==> src/rtl/ar_sequencer.sv <==
// ar_sequencer: multi-cycle FETCH/DECODE/EXEC/WB controller for AR-type datapath.
// Owns PC, instruction register and retired count; strobes are Moore outputs.
//
// Ports:
//   CLK          in   rising-edge clock
//   RESET        in   async active-low reset
//   start        in   leave IDLE / resume from HALTED
//   imem_req     out  fetch request, held until imem_ready
//   imem_addr    out  fetch address (= pc)
//   imem_ready   in   imem_rdata valid this cycle
//   imem_rdata   in   fetched instruction word
//   instr        out  instruction register
//   alu_en       out  high in EXEC
//   regWrite     out  register file write strobe, high in WB
//   pc           out  current PC
//   instr_count  out  retired-instruction counter
//   halted       out  in HALTED
//   illegal      out  in TRAP (sticky until reset)
module ar_sequencer #(
    parameter int unsigned         PC_WIDTH    = 32,
    parameter int unsigned         PC_STEP     = 4,
    parameter logic [PC_WIDTH-1:0] RESET_PC    = '0,
    parameter logic [4:0]          AR_OPCODE   = 5'b00000,
    parameter logic [4:0]          HALT_OPCODE = 5'b11111
) (
    input  logic                CLK,
    input  logic                RESET,
    input  logic                start,
    output logic                imem_req,
    output logic [PC_WIDTH-1:0] imem_addr,
    input  logic                imem_ready,
    input  logic [31:0]         imem_rdata,
    output logic [31:0]         instr,
    output logic                alu_en,
    output logic                regWrite,
    output logic [PC_WIDTH-1:0] pc,
    output logic [31:0]         instr_count,
    output logic                halted,
    output logic                illegal
);

    localparam logic [PC_WIDTH-1:0] LP_STEP = PC_WIDTH'(PC_STEP);

    typedef enum logic [2:0] {
        S_IDLE,
        S_FETCH,
        S_DECODE,
        S_EXEC,
        S_WB,
        S_HALTED,
        S_TRAP
    } state_t;

    state_t              r_state;
    state_t              w_next;
    logic [PC_WIDTH-1:0] r_pc;
    logic [31:0]         r_instr;
    logic [31:0]         r_instr_count;
    logic                w_ld_instr;
    logic                w_pc_inc;
    logic                w_cnt_inc;
    logic [4:0]          w_opcode;

    assign w_opcode    = r_instr[31:27];
    assign pc          = r_pc;
    assign imem_addr   = r_pc;
    assign instr       = r_instr;
    assign instr_count = r_instr_count;

    always_ff @(posedge CLK or negedge RESET) begin
        if (!RESET) begin
            r_state <= S_IDLE;
        end else begin
            r_state <= w_next;
        end
    end

    always_ff @(posedge CLK or negedge RESET) begin
        if (!RESET) begin
            r_pc          <= RESET_PC;
            r_instr       <= '0;
            r_instr_count <= '0;
        end else begin
            if (w_ld_instr) begin
                r_instr <= imem_rdata;
            end
            if (w_pc_inc) begin
                r_pc <= r_pc + LP_STEP;
            end
            if (w_cnt_inc) begin
                r_instr_count <= r_instr_count + 32'd1;
            end
        end
    end

    // Strobes decode from the registered state only, so the async reset
    // clears them without waiting for a clock edge.
    always_comb begin
        w_next     = r_state;
        w_ld_instr = 1'b0;
        w_pc_inc   = 1'b0;
        w_cnt_inc  = 1'b0;
        imem_req   = 1'b0;
        alu_en     = 1'b0;
        regWrite   = 1'b0;
        halted     = 1'b0;
        illegal    = 1'b0;
        unique case (r_state)
            S_IDLE: begin
                if (start) begin
                    w_next = S_FETCH;
                end
            end
            S_FETCH: begin
                imem_req = 1'b1;
                if (imem_ready) begin
                    w_ld_instr = 1'b1;
                    w_next     = S_DECODE;
                end
            end
            S_DECODE: begin
                if (w_opcode == AR_OPCODE) begin
                    w_next = S_EXEC;
                end else if (w_opcode == HALT_OPCODE) begin
                    w_next = S_HALTED;
                end else begin
                    w_next = S_TRAP;
                end
            end
            S_EXEC: begin
                alu_en = 1'b1;
                w_next = S_WB;
            end
            S_WB: begin
                regWrite  = 1'b1;
                w_pc_inc  = 1'b1;
                w_cnt_inc = 1'b1;
                w_next    = S_FETCH;
            end
            S_HALTED: begin
                halted = 1'b1;
                // The HALT itself is skipped over but not counted.
                if (start) begin
                    w_pc_inc = 1'b1;
                    w_next   = S_FETCH;
                end
            end
            S_TRAP: begin
                illegal = 1'b1;
            end
            default: begin
                w_next = S_IDLE;
            end
        endcase
    end

endmodule

==> config.mk <==
export PLATFORM = sky130hd
export DESIGN_NAME = ar_sequencer
export DESIGN_NICKNAME = d
export VERILOG_FILES = /design/src/rtl/ar_sequencer.sv
export SDC_FILE = /design/constraint.sdc
export NUM_CORES = 1
export LEC_CHECK = 0
export BUFFER_PORTS_ARGS = -buffer_cell sky130_fd_sc_hd__buf_4
export CAP_MARGIN = 20
export CORE_UTILIZATION = 35
export CTS_CLUSTER_DIAMETER = 30
export DETAILED_ROUTE_END_ITERATION = 10
export GPL_TIMING_DRIVEN = 0
export PLACE_DENSITY = 0.67
export SYNTH_ARGS = -nofsm -noshare
export SYNTH_HDL_FRONTEND = slang
export SYNTH_SLANG_ARGS = --single-unit
==> constraint.sdc <==
create_clock -name CLK -period 2.25 [get_ports CLK]
set_input_delay 0.45 -clock CLK [delete_from_list [all_inputs] [get_ports CLK]]
set_output_delay 0.45 -clock CLK [all_outputs]
set_load 0.005 [all_outputs]
==> metrics.cfg <==
[power]
p_int_mw=4.39
switching_share_pct=27.4
leakage_nw=3.12
p_clk_share_pct=29.6
switching_power_mw=1.66
maximum_vdd_drop_mv=0.817
comb_power_share_pct=29.5
seq_power_share_pct=40.9
power_per_cell_area_nw_per_um2=950

[run_status]
result_of_the_run=completed

[worst_setup_path]
cp_max_fanout=10
cp_data_required_time_ns=1.80
crit_path_cell_trace=buf_2, nand2b_1, nor2_1, buf_4
critPathMaxStageDelay_ns=0.42
critical_path.top_delay_family=simple AND/OR/NAND/NOR gates
regToRegSetupSlack_ns=0.34
critical_path.slowest_cell=dfrtp_1
worstPathBufferInverterCount=2
path_class=reg -> out
setup.worst_path.start_class=flip-flop
critical_path.endpoint_type=primary output
worst_ep_arrival_time_ns=1.52

[clock_network]
h-tree-depth=3
cts_num_sinks=97
post_cts.resized_instances=0
cts.root.buffer_cell=clkbuf_16
worst_skew_pair.late_latency_ns=0.35
post-cts-setup-buffers=0
cts-buffers-inserted=9
cts.path.max_buffers=2
tritoncts_clock_tree=done
cts_hold_buf=0
cts.clk_slew.worst_paths_ns=0.07

[finish]
layout-area-overhead-vs-synth_pct=40.3
antenna_cells=0
finalNetCount=597
drive_above_1_share_pct=47.2

[synthesis]
synth-xor-area-share_pct=11.6
synth-seq-area-share_pct=53.5
ys_top_cells_by_area=dfrtp_1, xnor2_1, mux2_2, buf_4, nand4_1
synth.yosys.warnings=0
syn-instance-count=380
postSynthRegisterBits=97
synth_fa_ha_area_share_pct=0.551
netlist.top_cell.by_area=dfrtp_1
share_of_the_synthesized_area_in_compound_gates_ao_oa_aoi_oai_pct=1.02
synth-simple-area-share_pct=16.5
synthesis.area_um2=4540
synth_mux_area_share_pct=8.65
yosys.cell_types.count=37
synth_area_per_cell_um2=11.9
synth_top_family_by_area=simple AND/OR/NAND/NOR gates
synth_top_cell_area_share_pct=53.5

[routing]
first_pass_iters=4
route.final.wire_length_um=10200
drc=0
dr_total_vias=3446
drt.antenna.violating_nets=0
vias_per_cell=4.68
post_drt_wl_per_cell_um=13.8
initialDrtViolationCount=141

[placement]
dpl_worst_slack_ns=0.385
place.gp.congestion=0.741
io_buffers=164
dp_wirelength_um=7480

[floorplan]
core_region_area_um2=12600
row_count=41
initial_utilization_pct=36.0
io_pins=169
die_width_um=116
die_y_um=116
fp.dieArea_um2=13400

[sta]
report.final.hold_viol_count=0
fin_worst_skew_ns=0.00619
post-route-worst-setup-slack_ns=0.285
maxSlewViolCount=0
slew_headroom_pct=52.3
final-setup-viol-count=0
unrepaired_setup_endpoints_after_global_routing=false
finalHoldWorstSlack_ns=0.132
timing.final.crit_share_pct=87.3
max_clock_freq_ghz=0.509
setup_tns_ns=0
final.min_clock_period_ns=1.97
timing_worst_slew_pin_value_ns=0.716

[global_route]
grt-ovfl-total=0
grt_first_pass_wirelength_um=16200
maximum_number_of_pins_on_one_net_before_global_route_repair=56
gr-usage-all-layers_pct=15.5
met1_usage_pct=18.6
met2_usage_pct=25.4
grt-busiest-layer=met2
first_global_vias=3275
antenna_found_initial=0
grtUsageMet3_pct=5.18

[job]
max_cap_viol_count=0

[min_path]
min_path_type=in -> async

[worst paths after layout]
kind	endpoint	cells past startpoint	startpoint
max	halted	4	r_state[1]
min	instr_count[12]	1	RESET
max reg2reg	instr_count[31]	5	instr_count[5]
min reg2reg	instr_count[31]	1	instr_count[31]
max in group asynchronous	instr[26]	2	RESET
min in group CLK	instr[5]	2	imem_rdata[5]
[layout by cell type, fill, tap and decap left out, types with 3 or more instances in the layout]
cell type / count
nor3_1: 6
dfrtp_1: 97
nand3_1: 17
and4_1: 9
inv_1: 4
nand2_1: 20
buf_2: 6
xnor2_1: 53
xor2_1: 7
nand4_1: 28
clkbuf_16: 9
nor2b_1: 4
mux2_2: 34
nor2_1: 6
bufinv_16: 3
nand4b_1: 4
and3_1: 19
buf_4: 203
and2_1: 3
conb_1: 4
[layout make-up]
type,count,area [µm²]
Multi-Input combinational cell,233,1760
Clock buffer,10,239
Clock inverter,6,114
Fill cell,1161,6250
Timing Repair Buffer,165,1250
Inverter,4,15.0
Buffer,49,353
Tap cell,172,215
Sequential cell,97,2430
[registers in the layout (all words and copies together), names as in the netlist]
register	flops
imem_addr	30
instr	32
instr_count	32
r_state	3
[power groups by stage]
| stage | clock, mW | sequential (mW) | combinational [mW] |
|---|---|---|---|
| 6_report | 1.79 | 2.48 | 1.79 |
| 5_1_grt | 1.91 | 2.55 | 1.96 |
| 4_1_cts | 1.84 | 2.49 | 1.82 |
| 3_5_place_dp | 0 | 2.51 | 1.82 |
| 3_3_place_gp | 0 | 2.48 | 1.77 |
| 2_1_floorplan | 0 | 2.49 | 0.838 |
[synthesized netlist by cell type]
library cell and instances:
ha_1 2, buf_2 6, nand2b_1 2, inv_1 4
o21a_1 1, conb_1 1, a31oi_1 1, and4_1 9
clkbuf_1 1, nor3_1 6, nor3b_4 1, nor2_1 6
or3b_2 1, nor3_4 1, dfrtp_1 97, buf_4 39
and2_1 3, nand2_1 20, o21ai_0 1, o311ai_0 1
a21o_1 1, nor3_2 1, or4_1 1, mux2i_1 1
xnor2_1 53, a21oi_1 1, o22ai_1 1, xor2_1 7
nor2b_1 4, and3_1 19, nand4b_1 4, buf_1 1
nor4_1 2, mux2_2 34, nand4_1 28, buf_6 2
nand3_1 17
[layer usage]
metal,wire [µm],vias up
met5,0,-
met4,179,0
met3,645,15
met2,5090,111
met1,4260,1677
li1,-,1643
[through the flow]
| step | util, % | total power, mW | cell area, µm² | std cells |
|---|---|---|---|---|
| floorplan | - | 3.32 | 4550 | 383 |
| global placement | 47.5 | 4.25 | 6000 | 719 |
| detailed placement | 47.7 | 4.33 | 6020 | 720 |
| CTS | 50.5 | 6.15 | 6370 | 736 |
| global route | 50.5 | 6.41 | 6370 | 736 |
| finish | 50.5 | 6.05 | 6370 | 736 |
[cells by family after synthesis]
kind of cell	Yosys count
AOI/OAI and AO/OA	7
xor gates and xnor gates	60
and+or+nand+nor	125
buffers and inverters	53
DFF	97
muxes	35
other	1
adders and majority gates	2
Note: power is estimated with default switching activity, not from simulation.
